[config.mk]
export PLATFORM = sky130hd
export DESIGN_NAME = fetch_pc_unit
export DESIGN_NICKNAME = d
export VERILOG_FILES = /design/src/rtl/fetch_pc_unit.sv
export SDC_FILE = /design/constraint.sdc
export NUM_CORES = 1
export LEC_CHECK = 0
export CAP_MARGIN = 20
export CORE_MARGIN = 4
export CORE_UTILIZATION = 48
export DETAILED_ROUTE_END_ITERATION = 7
export PLACE_DENSITY = 0.81
export RECOVER_POWER = 50
export SYNTH_ARGS = -nofsm -noshare
export SYNTH_HDL_FRONTEND = slang
export SYNTH_SLANG_ARGS = --single-unit
[constraint.sdc]
create_clock -name clock -period 6.5 [get_ports clock]
set_clock_uncertainty 0.05 [all_clocks]
set_input_delay 0.975 -clock clock [delete_from_list [all_inputs] [get_ports clock]]
set_output_delay 0.975 -clock clock [all_outputs]
set_load 0.1 [all_outputs]
[src/rtl/fetch_pc_unit.sv]
// Fetch stage: owns the PC, issues one instruction-memory read at a time, feeds each returned
// word to the combinational branch predictor and queues {pc, word, prediction} for decode.
// Redirects from EX/MEM flush the queue and drop any in-flight read.
// Optional: define FETCH_PERF_CNT_EN to add saturating push / flush performance counters.
`timescale 1ns/1ps

module fetch_pc_unit #(
  parameter int unsigned              ADDRESS_BITS = 20,
  parameter int unsigned              DATA_WIDTH   = 32,
  parameter logic [ADDRESS_BITS-1:0]  RESET_PC     = '0,
  parameter int unsigned              FQ_DEPTH     = 2
) (
  input  logic                    clock,
  input  logic                    reset,
  output logic                    imem_req_valid,
  input  logic                    imem_req_ready,
  output logic [ADDRESS_BITS-1:0] imem_req_addr,
  input  logic                    imem_rsp_valid,
  input  logic [DATA_WIDTH-1:0]   imem_rsp_data,
  output logic [ADDRESS_BITS-1:0] bp_inst_PC,
  output logic [DATA_WIDTH-1:0]   bp_instruction,
  input  logic                    bp_predict_taken,
  input  logic [ADDRESS_BITS-1:0] bp_predicted_addr,
  input  logic                    exmem_redirect,
  input  logic [ADDRESS_BITS-1:0] exmem_redirect_pc,
  output logic                    fq_valid,
  input  logic                    fq_ready,
  output logic [ADDRESS_BITS-1:0] fq_inst_PC,
  output logic [DATA_WIDTH-1:0]   fq_instruction,
  output logic                    fq_pred_taken,
  output logic [ADDRESS_BITS-1:0] fq_pred_target
`ifdef FETCH_PERF_CNT_EN
  ,
  output logic [31:0]             perf_fetched,
  output logic [31:0]             perf_flushed
`endif
);

  localparam int unsigned PtrW = $clog2(FQ_DEPTH);
  localparam int unsigned CntW = PtrW + 1;

  typedef enum logic [1:0] {StIssue, StWait, StDiscard} state_e;

  typedef struct packed {
    logic [ADDRESS_BITS-1:0] pc;
    logic [DATA_WIDTH-1:0]   word;
    logic                    taken;
    logic [ADDRESS_BITS-1:0] target;
  } fq_entry_t;

  state_e                  state_q;
  logic [ADDRESS_BITS-1:0] pc_q;
  fq_entry_t               fq_mem [FQ_DEPTH];
  logic [PtrW-1:0]         rd_ptr_q, wr_ptr_q;
  logic [CntW-1:0]         count_q;

  logic                    push, pop, req_fire;
  logic [CntW-1:0]         count_after_pop;
  logic [ADDRESS_BITS-1:0] next_pc;
  fq_entry_t               head;

  // Handshake decode; redirect suppresses push, pop and any new request in the same cycle.
  always_comb begin
    fq_valid        = !reset && (count_q != '0);
    pop             = fq_valid && fq_ready && !exmem_redirect;
    push            = imem_rsp_valid && (state_q == StWait) && !exmem_redirect;
    count_after_pop = count_q - CntW'(pop);
    // Issuing only with a free slot guarantees room for the response when it returns.
    imem_req_valid  = !reset && !exmem_redirect && (state_q == StIssue) &&
                      (count_after_pop < CntW'(FQ_DEPTH));
    req_fire        = imem_req_valid && imem_req_ready;
    next_pc         = bp_predict_taken ? bp_predicted_addr : pc_q + ADDRESS_BITS'(4);
    imem_req_addr   = pc_q;
    bp_inst_PC      = pc_q;
    bp_instruction  = imem_rsp_data;
    head            = fq_mem[rd_ptr_q];
    fq_inst_PC      = head.pc;
    fq_instruction  = head.word;
    fq_pred_taken   = head.taken;
    fq_pred_target  = head.target;
  end

  // Fetch FSM and PC; redirect wins over everything except reset.
  always_ff @(posedge clock) begin
    if (reset) begin
      state_q <= StIssue;
      pc_q    <= RESET_PC;
    end else if (exmem_redirect) begin
      pc_q    <= exmem_redirect_pc;
      // A read still in flight must be swallowed before fetching restarts.
      state_q <= (state_q != StIssue && !imem_rsp_valid) ? StDiscard : StIssue;
    end else begin
      case (state_q)
        StIssue: begin
          if (req_fire) state_q <= StWait;
        end
        StWait: begin
          if (imem_rsp_valid) begin
            state_q <= StIssue;
            pc_q    <= next_pc;
          end
        end
        StDiscard: begin
          if (imem_rsp_valid) state_q <= StIssue;
        end
        default: state_q <= StIssue;
      endcase
    end
  end

  // Queue pointers and occupancy; a redirect empties the queue.
  always_ff @(posedge clock) begin
    if (reset || exmem_redirect) begin
      rd_ptr_q <= '0;
      wr_ptr_q <= '0;
      count_q  <= '0;
    end else begin
      if (push) wr_ptr_q <= wr_ptr_q + PtrW'(1);
      if (pop)  rd_ptr_q <= rd_ptr_q + PtrW'(1);
      count_q <= count_q + CntW'(push) - CntW'(pop);
    end
  end

  // Queue storage; entries are only meaningful while counted, so no reset is needed.
  always_ff @(posedge clock) begin
    if (push) begin
      fq_mem[wr_ptr_q] <= '{pc: pc_q, word: imem_rsp_data, taken: bp_predict_taken,
                            target: next_pc};
    end
  end

`ifdef FETCH_PERF_CNT_EN
  logic        dropped;
  logic [32:0] flushed_sum;

  // Flushed work this cycle: queued entries lost to a redirect plus any response thrown away.
  always_comb begin
    dropped     = imem_rsp_valid &&
                  ((state_q == StDiscard) || (state_q == StWait && exmem_redirect));
    flushed_sum = {1'b0, perf_flushed} + 33'(dropped);
    if (exmem_redirect) flushed_sum = flushed_sum + 33'(count_q);
  end

  // Saturating performance counters.
  always_ff @(posedge clock) begin
    if (reset) begin
      perf_fetched <= '0;
      perf_flushed <= '0;
    end else begin
      if (push && perf_fetched != 32'hFFFF_FFFF) perf_fetched <= perf_fetched + 32'd1;
      perf_flushed <= flushed_sum[32] ? 32'hFFFF_FFFF : flushed_sum[31:0];
    end
  end
`endif

endmodule

Word level (Yosys, flattened, before mapping)
Memories as Yosys holds them, arrays and structs flattened. A register that Yosys moved wholly into a read port is not among the register bits.
Cells that the tools add are included.
{ "totals": {"ff_bits": 26, "ramBits": 146, "inputBits": 79, "wordCells": 52, "n_memories": 1} }
{ "mem_list": {"columns": ["name", "depth", "width", "rd", "rd_ports_with_merged_regs", "write_ports", "line", "text"], "rows": [
  ["fq_mem", 2, 73, 1, 1, 1, "53", "fq_entry_t fq_mem [FQ_DEPTH];"]
]} }
{ "op_classes": {"add_sub_neg": 6, "magnitude_cmp": 1, "eq_ne": 4, "mux": 13, "reduce_logical": 22} }
{ "op_table": {"columns": ["operator", "count"], "rows": [
  ["20-bit two-way mux", 4],
  ["20-bit by 3-bit adder with 20-bit output, second input constant", 1],
  ["1-bit logical AND", 10],
  ["2-bit two-way mux", 4],
  ["2-bit nonzero test", 4],
  ["1-bit two-way mux", 4],
  ["2-bit one-hot mux with 2 select lines", 1],
  ["2-bit AND reduction", 2],
  ["2-bit by 1-bit subtractor with 2-bit output", 2],
  ["1-bit logical NOT", 3],
  ["3-bit by 1-bit inequality test with 1-bit output, second input constant", 1],
  ["3-bit inequality test, second input constant", 1],
  ["1-bit adder, second input constant", 2],
  ["2-bit by 1-bit adder with 2-bit output", 1],
  ["2-bit by 1-bit equality test with 1-bit output, second input constant", 1],
  ["2-bit equality test, second input constant", 1],
  ["2-bit logical NOT", 1],
  ["2-bit < comparator, second input constant", 1],
  ["2-bit OR reduction", 1],
  ["1-bit logical OR", 1]
]} }

Depth between registers and ports, before layout
{ "depth": {"word_depth": 11, "ltp_mapped": 11, "ltp_nobuf": 10} }

Least setup slack after synthesis
No wires, ideal clock.
{ "synth_timing": {"path_type": "input to register", "start": "in imem_rsp_valid", "end": "mem fq_mem[0][0] (netlist bit), enable pin", "t_arrival_ns": 4.499, "t_required_ns": 5.944, "setup_slack_ns": 1.445, "cell_stages": 4, "path_cell_list": "and2_1 clkbuf_1 nand2b_1 nor2_1"} }
{ "synth_via": {"elab_chain_len": 4} }
{ "synth_rtl": {"columns": ["item", "line", "text"], "rows": [
  ["start, declared", "18", "input logic imem_rsp_valid,"],
  ["1-bit logical AND (2 in a row)", "66", "push = imem_rsp_valid && (state_q == StWait) && !exmem_redirect;"],
  ["1-bit two-way mux", "126", "if (push) begin"],
  ["1-bit two-way mux (not written as such)", "127", "fq_mem[wr_ptr_q] <= '{pc: pc_q, word: imem_rsp_data, taken: bp_predict_taken,"],
  ["end, declared", "53", null]
]} }
Every way passes these cells.

Worst setup path after layout
{ "layout_timing": {"start": "in exmem_redirect", "end": "out imem_req_valid"} }
{ "layout_via": {"elab_chain_len": 5} }
{ "layout_rtl": {"columns": ["item", "line", "text"], "rows": [
  ["start, declared", "24", "input logic exmem_redirect,"],
  ["1-bit logical NOT *", "65, 69", null],
  ["1-bit logical AND", "65", "pop = fq_valid && fq_ready && !exmem_redirect;"],
  ["2-bit by 1-bit subtractor with 2-bit output", "67", "count_after_pop = count_q - CntW'(pop);"],
  ["2-bit < comparator", "70", "(count_after_pop < CntW'(FQ_DEPTH));"],
  ["1-bit logical AND *", "69", "imem_req_valid = !reset && !exmem_redirect && (state_q == StIssue) &&"],
  ["end, declared", "15", "output logic imem_req_valid,"]
]} }
Every way passes the cells marked *; elsewhere a longest branch is shown, timed or not.

==> results_dict.tcl <==
set metrics [dict create \
    status "finished with violations" \
    violations "max-capacitance violations, max-slew violations" \
    root_buffer "clkbuf_16" \
    hold_viol 0 \
    leakage_nw 3.620 \
    wl_per_cell_um 19.14 \
    synth.most_common_cell "edfxtp_1" \
    cts_setup_buffers 0 \
    grt_pass1_vias 5183 \
    arrival_ps 4100 \
    clkTransAtPathRegs_ps 70 \
    synth_flop_cell "edfxtp_1" \
    fmax_ghz 0.1951 \
    seq_area_frac_synth 0.6465 \
    initial_core_util 0.4956 \
    antenna_found_initial 0 \
    ctsHoldBuffers 0 \
    synth_top_family_by_area "multiplexers" \
    tns_ps 0 \
    hold_path.class "reg2reg" \
    ys.warnings.count 0 \
    globalplace.congestion 0.8763 \
    crit_slowest_cell "clkdlybuf4s50_1" \
    final_nets 800 \
    drtAntennaViolNets 0 \
    synth-compound-area-share 0.05240 \
    crit_path_end_kind "output pin" \
    clockBufferDepth 2 \
    synth_simple_gate_area_share 0.08114 \
    ys_ff_latch 173 \
    synth.distinct_cells 53 \
    holdPathStages 2 \
    critPathLaunchType "input port" \
    muxShareOfSynthArea 0.1220 \
    cp.buffers_inverters 3 \
    hpwl_mm 12.62 \
    setup_viol 0 \
    async_flop_share 0 \
    track_usage 0.2020 \
    postSynthCellCount 543 \
    cts_made_buffers 17 \
    drcViolationCount 0 \
    yosysTopAreaCellShare 0.5756 \
    synthesis.area_sq_mm 0.007617 \
    worst_pin_slew_ps 1811 \
    crit_type "in2out" \
    grt_pass1_wl_mm 28.16 \
    via_per_inst 5.330 \
    cpLargestDelayFamily "buffers and inverters" \
    numPortBuffers 225 \
    die_w_um 134.0 \
    fin_crit_ps 5127 \
    cts_resized 0 \
    antenna_cells 0 \
    rsz0062_at_grt "no" \
    clock_latency_ps 420 \
    ir_worst_vdd_mv 0.1697 \
    num_io_pins 226 \
    max_slew_margin -0.2118 \
    die-height_um 134.0 \
    drt_iter0_markers 339 \
    finalCritPeriodShare 0.7887 \
    cp_num_cells 5 \
    synth.avg_cell_area_sq_um 14.03 \
    maxCapViolCount 2 \
    slew_violations 54 \
    crit_chain "dlygate4sd3_1, clkbuf_1, or2_0, a211oi_1, clkdlybuf4s50_1" \
    synth-edff-count 146 \
    area_growth_pct 34.97 \
    cts_tree "done" \
    dieArea_sq_mm 0.01795 \
    routed_wl_mm 17.99 \
    pwr_density_cell_mw_per_mm2 252.2 \
    cts_sinks 173 \
    num_vias 5010 \
    htreeDepth 4 \
    required_ps 5470 \
    fin_cells 940 \
    dp.cells 908 \
    row_count 45 \
    cp_max_fo 30 \
    core-area_sq_mm 0.01537 \
    synth_xor_area_frac 0.01840 \
    synthTopCellsByArea "edfxtp_1, mux2_2, dfxtp_1, buf_4, nand2_1" \
    synthAdderAreaFrac 0.008213 \
    synth_nets 627 \
    drt_pass1_iterations 5 \
    slowest_delay_ps 1180 \
    grt_max_degree 74 \
    grt_overflow 0 \
    synth_common_cells "edfxtp_1, mux2_2, buf_4" \
    ff2ff_path_depth 6 \
    synth_top_area_cell "edfxtp_1" \
    drive_above_1_share 0.1632 \
]
==> final timing paths <==
kind	from	end	slack (ps)
min reg2reg	rd_ptr_q	flip-flop	470
max	exmem_redirect	imem_req_valid	1370
min	rd_ptr_q	flip-flop	470
max reg2reg	state_q[1]	fq_mem[1][12]	2130
==> stage by stage <==
stage / utilization / hold WS, ps / cell area [sq um] / worst slack [ps] / power [mW]
after global placement: 0.6313 / 449.2 / 9703 / 2008 / 1.649
after floorplan: - / 431.3 / 7617 / 1445 / 1.548
after CTS: 0.6703 / 479.1 / 10300 / 1971 / 2.618
after detailed placement: 0.6330 / 463.4 / 9731 / 1997 / 1.655
final: 0.6689 / 475.0 / 10280 / 1373 / 2.592
after global routing: 0.6689 / 519.0 / 10280 / 1160 / 2.672
==> worst reg2reg max path, delay by kind of cell, from the launching register on <==
kind	cells	cell delay, ps
buffers and inverters	2	630
DFF	1	300
adders and majority gates	1	170
and+or+nand+nor	3	2870
==> power by group <==
group          switching, mW  internal [mW]  total [mW]
combinational          0.280          0.102       0.382
sequential            0.0228           1.22        1.24
clock                  0.425          0.547       0.972
total                  0.728           1.86        2.59
==> logic make-up (layout without fill, tap and decap cells) <==
logic type	Yosys count	after routing
adders and majority gates	5	5
buffers and inverters	91	277
muxes	83	83
DFF	173	173
xor gates and xnor gates	16	16
AOI/OAI and AO/OA	61	61
and+or+nand+nor	114	114
==> area by class of cell <==
class,count,area [sq um]
clock buffer,19,442.9
clock inverter,13,130.1
fill,1076,5090
inverter,13,48.80
multi-input combinational,279,2150
sequential,173,4928
tap,211,264.0
timing repair buffer,232,2317
==> sequential cells by signal, indices dropped and copies added, names as in the netlist, named ones only <==
signal      flops
bp_inst_PC     20
count_q         2
fq_mem        146
rd_ptr_q        1
state_q         2
wr_ptr_q        1
==> per-layer routing <==
metal,track usage,up-vias,wire length (um)
met5,0,-,0
li1,-,2306,-
met2,0.3501,252,9156
met1,0.2455,2420,6994
met4,0.07257,0,386
met3,0.05101,32,1453
==> cells in the final DEF (no fill, tap or decap), drive strengths merged, types with 4 or more instances in the layout <==
cell / netlist / layout
xnor2: 10 / 10
nor2: 29 / 29
a21o: 4 / 4
nand2: 35 / 35
inv: 13 / 19
o21ai: 20 / 20
nor4: 5 / 5
mux2: 79 / 79
nor4b: 5 / 5
edfxtp: 146 / 146
nand4: 5 / 5
clkbuf: 20 / 21
a21oi: 16 / 16
nand3: 7 / 7
dfxtp: 27 / 27
mux2i: 4 / 4
nor2b: 6 / 6
nor3: 6 / 6
xor2: 6 / 6
ha: 5 / 5
dlygate4sd3: 0 / 75
buf: 58 / 5
clkinv: 0 / 5
clkdlybuf4s50: 0 / 150
Power figures use the tool's default switching activity.
